==> config.mk <==
export PLATFORM = sky130hd
export DESIGN_NAME = fwd_hazard_unit_flat
export DESIGN_NICKNAME = d
export VERILOG_FILES = /design/src/rtl/fwd_hazard_unit_pkg.sv /design/src/rtl/fwd_hazard_unit_if.sv /design/src/rtl/fwd_hazard_unit_fwd_match.sv /design/src/rtl/fwd_hazard_unit.sv /design/src/flat_wrapper.sv
export SDC_FILE = /design/constraint.sdc
export NUM_CORES = 1
export LEC_CHECK = 0
export ABC_CLOCK_PERIOD_IN_PS = 1500
export CAP_MARGIN = 40
export CORE_MARGIN = 3
export CORE_UTILIZATION = 40
export DETAILED_ROUTE_END_ITERATION = 8
export PLACE_DENSITY = 0.67
export SLEW_MARGIN = 10
export SYNTH_ARGS = -nofsm -noshare
export SYNTH_HDL_FRONTEND = slang
export SYNTH_HIERARCHICAL = 1
export SYNTH_SLANG_ARGS = --single-unit
==> constraint.sdc <==
create_clock -name clk -period 1.5 [get_ports clk]
set_input_delay 0.375 -clock clk [delete_from_list [all_inputs] [get_ports clk]]
set_output_delay 0.375 -clock clk [all_outputs]
set_load 0.05 [all_outputs]
==> src/rtl/fwd_hazard_unit_pkg.sv <==
// Shared types and constants for the EX-stage forwarding / load-use hazard unit.
// The operand muxes decode fwd_*_sel with the same FWD_* constants.
package fwd_hazard_unit_pkg;

    localparam int REG_AW = 5;

    localparam logic [1:0] FWD_RF  = 2'd0;
    localparam logic [1:0] FWD_WB  = 2'd1;
    localparam logic [1:0] FWD_MEM = 2'd2;

    // Full slot for the instruction currently in EX.
    typedef struct packed {
        logic              valid;
        logic [REG_AW-1:0] rs;
        logic [REG_AW-1:0] rt;
        logic [REG_AW-1:0] dst;
        logic              reg_write;
        logic              mem_read;
    } ex_slot_t;

    // MEM and WB only need to know what they will write.
    typedef struct packed {
        logic              valid;
        logic [REG_AW-1:0] dst;
        logic              reg_write;
    } late_slot_t;

    // A slot is a forwarding source only if it really writes a non-zero register.
    function automatic logic writes_reg(input late_slot_t s);
        return s.valid && s.reg_write && (s.dst != '0);
    endfunction

endpackage

==> src/rtl/fwd_hazard_unit_if.sv <==
// ID-stage request and EX-operand-select bundle between the core and the hazard unit.
interface fwd_hazard_unit_if #(
    parameter int REG_AW = fwd_hazard_unit_pkg::REG_AW
) ();

    // id_valid qualifies every id_* field for the current cycle. There is no ready:
    // while stall_id is high the core re-presents the same ID instruction next cycle.
    logic              id_valid;
    logic [REG_AW-1:0] id_rs;
    logic [REG_AW-1:0] id_rt;
    logic              id_rt_used;
    logic [REG_AW-1:0] id_dst;
    logic              id_reg_write;
    logic              id_mem_read;
    logic              ex_flush;

    logic [1:0]        fwd_a_sel;
    logic [1:0]        fwd_b_sel;
    logic              stall_id;

    modport master (
        output id_valid, id_rs, id_rt, id_rt_used, id_dst, id_reg_write, id_mem_read,
        output ex_flush,
        input  fwd_a_sel, fwd_b_sel, stall_id
    );

    modport slave (
        input  id_valid, id_rs, id_rt, id_rt_used, id_dst, id_reg_write, id_mem_read,
        input  ex_flush,
        output fwd_a_sel, fwd_b_sel, stall_id
    );

endinterface

==> src/rtl/fwd_hazard_unit_fwd_match.sv <==
// Per-operand forwarding comparator: picks EX/MEM over WB over the register file.
module fwd_match
    import fwd_hazard_unit_pkg::*;
#(
    parameter int AW = 5
) (
    input  logic [AW-1:0] src,
    input  late_slot_t    mem,
    input  late_slot_t    wb,
    output logic [1:0]    sel
);

    always_comb begin
        sel = FWD_RF;
        if (writes_reg(mem) && (mem.dst == src)) begin
            sel = FWD_MEM;
        end else if (writes_reg(wb) && (wb.dst == src)) begin
            sel = FWD_WB;
        end
    end

endmodule

==> src/rtl/fwd_hazard_unit.sv <==
// EX-stage forwarding selects and one-cycle load-use stall for the 5-stage core.
// Optional stall counter port/logic built only when FWD_PERF_CNT_EN is defined.
module fwd_hazard_unit #(
    parameter int REG_AW = 5
`ifdef FWD_PERF_CNT_EN
    ,
    parameter int CNT_W  = 32
`endif
) (
    input  logic                  clk,
    input  logic                  rst,
    fwd_hazard_unit_if.slave      bus
`ifdef FWD_PERF_CNT_EN
    ,
    output logic [CNT_W-1:0]      stall_cnt
`endif
);

    import fwd_hazard_unit_pkg::*;

    ex_slot_t   ex_q;
    ex_slot_t   ex_d;
    late_slot_t mem_q;
    late_slot_t wb_q;

    logic       stall;
    logic       ex_is_load;
    logic       hit_rs;
    logic       hit_rt;

    // Only a real load in EX writing a non-zero register can cause a load-use stall.
    assign ex_is_load = ex_q.valid && ex_q.mem_read && (ex_q.dst != '0);
    assign hit_rs     = (ex_q.dst == bus.id_rs);
    assign hit_rt     = bus.id_rt_used && (ex_q.dst == bus.id_rt);
    assign stall      = bus.id_valid && ex_is_load && (hit_rs || hit_rt);

    assign bus.stall_id = stall;

    // Stall, flush and an empty ID all hand EX a bubble; flush wins over the ID hold.
    always_comb begin
        ex_d = '0;
        if (bus.id_valid && !stall && !bus.ex_flush) begin
            ex_d.valid     = 1'b1;
            ex_d.rs        = bus.id_rs;
            ex_d.rt        = bus.id_rt;
            ex_d.dst       = bus.id_dst;
            ex_d.reg_write = bus.id_reg_write;
            ex_d.mem_read  = bus.id_mem_read;
        end
    end

    always_ff @(posedge clk) begin
        if (rst) begin
            ex_q  <= '0;
            mem_q <= '0;
            wb_q  <= '0;
        end else begin
            ex_q  <= ex_d;
            mem_q <= '{valid: ex_q.valid, dst: ex_q.dst, reg_write: ex_q.reg_write};
            wb_q  <= mem_q;
        end
    end

    fwd_match #(
        .AW  (REG_AW)
    ) u_match_a (
        .src (ex_q.rs),
        .mem (mem_q),
        .wb  (wb_q),
        .sel (bus.fwd_a_sel)
    );

    fwd_match #(
        .AW  (REG_AW)
    ) u_match_b (
        .src (ex_q.rt),
        .mem (mem_q),
        .wb  (wb_q),
        .sel (bus.fwd_b_sel)
    );

`ifdef FWD_PERF_CNT_EN
    always_ff @(posedge clk) begin
        if (rst) begin
            stall_cnt <= '0;
        end else if (stall && (stall_cnt != '1)) begin
            stall_cnt <= stall_cnt + {{(CNT_W-1){1'b0}}, 1'b1};
        end
    end
`endif

    sel_never_three: assert property (@(posedge clk) disable iff (rst)
        (bus.fwd_a_sel != 2'd3) && (bus.fwd_b_sel != 2'd3));

    // A stall always leaves a bubble in EX, so it can never repeat back-to-back.
    stall_one_cycle: assert property (@(posedge clk) disable iff (rst)
        stall |=> !stall);

endmodule

==> src/flat_wrapper.sv <==
// flat-port wrapper written by rule: the top's interface ports become plain ports
module fwd_hazard_unit_flat import fwd_hazard_unit_pkg::*;
#(
    parameter int REG_AW = 5

)
  (clk, rst, bus_id_valid, bus_id_rs, bus_id_rt, bus_id_rt_used, bus_id_dst, bus_id_reg_write, bus_id_mem_read, bus_ex_flush, bus_fwd_a_sel, bus_fwd_b_sel, bus_stall_id);
  fwd_hazard_unit_if #(.REG_AW(REG_AW)) bus_i ();
  input  logic clk;
  input  logic rst;
  input wire logic [$bits(bus_i.id_valid)-1:0] bus_id_valid;
  input wire logic [$bits(bus_i.id_rs)-1:0] bus_id_rs;
  input wire logic [$bits(bus_i.id_rt)-1:0] bus_id_rt;
  input wire logic [$bits(bus_i.id_rt_used)-1:0] bus_id_rt_used;
  input wire logic [$bits(bus_i.id_dst)-1:0] bus_id_dst;
  input wire logic [$bits(bus_i.id_reg_write)-1:0] bus_id_reg_write;
  input wire logic [$bits(bus_i.id_mem_read)-1:0] bus_id_mem_read;
  input wire logic [$bits(bus_i.ex_flush)-1:0] bus_ex_flush;
  output wire logic [$bits(bus_i.fwd_a_sel)-1:0] bus_fwd_a_sel;
  output wire logic [$bits(bus_i.fwd_b_sel)-1:0] bus_fwd_b_sel;
  output wire logic [$bits(bus_i.stall_id)-1:0] bus_stall_id;
  assign bus_i.id_valid = bus_id_valid;
  assign bus_i.id_rs = bus_id_rs;
  assign bus_i.id_rt = bus_id_rt;
  assign bus_i.id_rt_used = bus_id_rt_used;
  assign bus_i.id_dst = bus_id_dst;
  assign bus_i.id_reg_write = bus_id_reg_write;
  assign bus_i.id_mem_read = bus_id_mem_read;
  assign bus_i.ex_flush = bus_ex_flush;
  assign bus_fwd_a_sel = bus_i.fwd_a_sel;
  assign bus_fwd_b_sel = bus_i.fwd_b_sel;
  assign bus_stall_id = bus_i.stall_id;
  fwd_hazard_unit #(.REG_AW(REG_AW)) u_core (.clk(clk), .rst(rst), .bus(bus_i));
endmodule
==> flow_summary.toml <==
[cts]
clock-sinks = 32
htree_levels = 2
cts_max_path_buffers = 2
cts_root_buffer = "clkbuf_4"
clk_latency_ns = 0.32
cts_buffers = 5
ctsHoldBuffers = 0
clk_pin_slew_ns = 0.09
cts_tree = "built"

[floorplan]
die_area_um2 = 4294
num_rows = 20
die_height_um = 65.53
die_width_um = 65.53
pin_count = 27
start_util_pct = 44.26
coreArea_um2 = 3203

[routing]
vias = 1192
drt_iter0_markers = 63
firstDrtPassIters = 4
routed_wl_um = 3458
wire_per_inst_um = 14.59
ant_nets = 0
drc = 0
viasPerCell = 5.030

[worst_setup_path]
crit_cells = 5
crit_type = "reg -> out"
cp-start-kind = "flip-flop"
end_kind = "primary output"
cp_max_fo = 5
critical_path.top_delay_family = "compound AO/OA/AOI/OAI gates"
worst_path_max_delay_cell = "o41ai_4"
cpPeakStageDelay_ns = 0.39
reg2reg_depth = 5
critical_path_buf_inv_count = 2
crit_required_ns = 1.12
worstPathArrival_ns = 1.69
path_cells = "o41ai_4, a2111oi_4, buf_4, nor3_4, buf_12"

[timing]
max-slew-margin-rel_pct = 76.46
tightestPinTransition_ns = 0.3493
hold_viol_final = 0
setup_slack_ns = -0.5675
setup_viol = 5
maxSlewViolCount = 0
rsz0062_at_grt = "yes"
min_period_ns = 2.067
max_freq_ghz = 0.4837
fin_crit_sh_pct = 137.8
worst_clock_skew_ns = 0.01094

[logic_synthesis]
synth-seq-area-share_pct = 45.19
ys_types = 26
synth_ff_type = "dfxtp_1"
synth_edf_count = 0
synth_top_area_share_pct = 45.19
ys_warn_count = 6
synth.area.top_cells = "dfxtp_1 45%, xnor2_1 15%, nor2b_1 6.2%"
yosysTopAreaCell = "dfxtp_1"
ys_ff_latch = 32
synth_area_um2 = 1418
syn_inst = 146
async_flop_share_pct = 0
syn_nets = 168
syn_avg_cell_area_um2 = 9.710

[status]
violations = "negative setup slack"
status = "finished with violations"

[placed_design]
dp_hpwl_um = 2607
place.port_buffers = 26
post-place-ws_ns = -0.5407
place.gp.congestion = 0.8074
dp_cells = 228

[grt]
grt_max_degree = 19
gr-total-overflow = 0
antenna_found_initial = 0
grtUsageTotal_pct = 16.71
grt_pass1_vias = 1208
grt_pass1_wl_um = 5388

[finish]
multi_input_area_um2 = 872.1
fillers = 255
diodes = 0
num-nets-final = 215
seq_area_um2 = 681.9
drive_gt1_share_pct = 38.86
layout.cells.non_filler = 237
syn_to_final_growth_pct = 53.84

[power]
total_power_mw = 1.619
p_leak_nw = 0.8470
power.density_nw_per_um2 = 742.4
ir_drop_mv = 0.3854

[min_path]
min_path_cells = 3
hold_path_class = "in -> reg"

[flow_run]
cap_violations = 0
## stage by stage
| step | hold WS [ns] | setup TNS (ns) | area [um2] | utilization, % |
|---|---|---|---|---|
| finish | 0.3448 | -2.469 | 2181 | 68.09 |
| floorplan | 0.4138 | -1.214 | 1509 | - |
| detailed placement | 0.4223 | -7.078 | 1974 | 61.64 |
| global placement | 0.4164 | -6.525 | 1974 | 61.64 |
| global route | 0.3549 | -2.824 | 2181 | 68.09 |
| CTS | 0.4416 | -2.572 | 2047 | 63.91 |
## power breakdown
group          internal (mW)  switching (mW)  leakage, nW
combinational          0.121          0.0931        0.539
clock                  0.265           0.256       0.0374
sequential             0.858          0.0258        0.270
total                   1.24           0.375        0.847
## cell families (layout without fill, tap and decap cells)
group	count (synthesis)	count (layout)	synth area share (%)
AND/OR/NAND/NOR	42	42	16.86
flip-flops	32	32	45.19
AO/OA/AOI/OAI	30	30	17.03
XOR/XNOR	26	26	16.06
buffers and inverters	16	63	4.854
## cell type report
type | count | share of cell area (%)
clock buffers | 7 | 2.983
multi-input cells | 98 | 39.99
inverters | 11 | 2.180
flip-flops and latches | 32 | 31.27
repair buffers | 45 | 21.06
well taps | 44 | 2.524
## worst paths after layout
path / start / endpoint / slack, ns
worst min register to register: u_core/ex_q[1]$_SDFF_PP0_ / u_core/mem_q[0]$_SDFF_PP0_ / 0.44
worst max-delay path: u_core/mem_q[3]$_SDFF_PP0_ / bus_fwd_a_sel[0] / -0.57
worst max register to register: u_core/ex_q[6]$_SDFF_PP0_ / u_core/ex_q[14]$_SDFF_PP0_ / 0.16
worst min-delay path: bus_id_rt[1] / u_core/ex_q[8]$_SDFF_PP0_ / 0.34
## per-layer routing
layer | part of all wire (%) | global-route usage, %
met4 | 0.52 | 7.254
met3 | 5.8 | 3.761
met5 | 0 | 0
met2 | 54 | 30.97
met1 | 40 | 17.92
## repair_timing
action / CTS / global route
cloned: 0 / 0
setup endpoints to repair: 6 / 23
resized for setup: 13 / 26
endpoints found under the hold margin: 0 / 0
pin swaps: 1 / 18
buffers inserted: 0 / 2
## sequential cells by signal (all words and copies together) (netlist names)
name	flops
u_core/mem_q	7
u_core/ex_q	18
u_core/wb_q	7
## Yosys cell counts, types with 3 or more instances
library cell  count
nand3_1          14
dfxtp_1          32
nand2_1           3
nand4_1           3
xnor2_1          24
inv_1             7
clkinv_1          4
nor2b_1          14
a211oi_1          7
clkbuf_1          3
a21oi_1          11
## tightest hold or removal path, delay by kind of cell
family                 cells  cell delay [ns]
AND/OR/NAND/NOR            1             0.08
buffers and inverters      1             0.14
AO/OA/AOI/OAI              1             0.04
## placed cells by master, fill, tap and decap left out, types with 2 or more instances in the layout
| master | instances |
|---|---|
| xnor2_1 | 11 |
| a2111oi_4 | 2 |
| clkdlybuf4s50_1 | 11 |
| a211oi_1 | 7 |
| nand2_1 | 3 |
| nor2_1 | 2 |
| xnor2_2 | 13 |
| xor2_1 | 2 |
| nor4_1 | 2 |
| inv_1 | 7 |
| nand4_1 | 3 |
| dlygate4sd2_1 | 5 |
| clkbuf_8 | 2 |
| dfxtp_4 | 8 |
| nor3_4 | 2 |
| nand3_2 | 3 |
| dlymetal6s2s_1 | 5 |
| buf_12 | 5 |
| dfxtp_1 | 15 |
| o2111ai_1 | 2 |
| clkinv_1 | 2 |
| nand3_1 | 11 |
| buf_4 | 19 |
| a21oi_1 | 11 |
| dfxtp_2 | 9 |
| nor2b_1 | 14 |
| clkbuf_4 | 5 |
| o21ai_0 | 2 |
| o211ai_1 | 2 |
(Power assumes the default switching activity.)
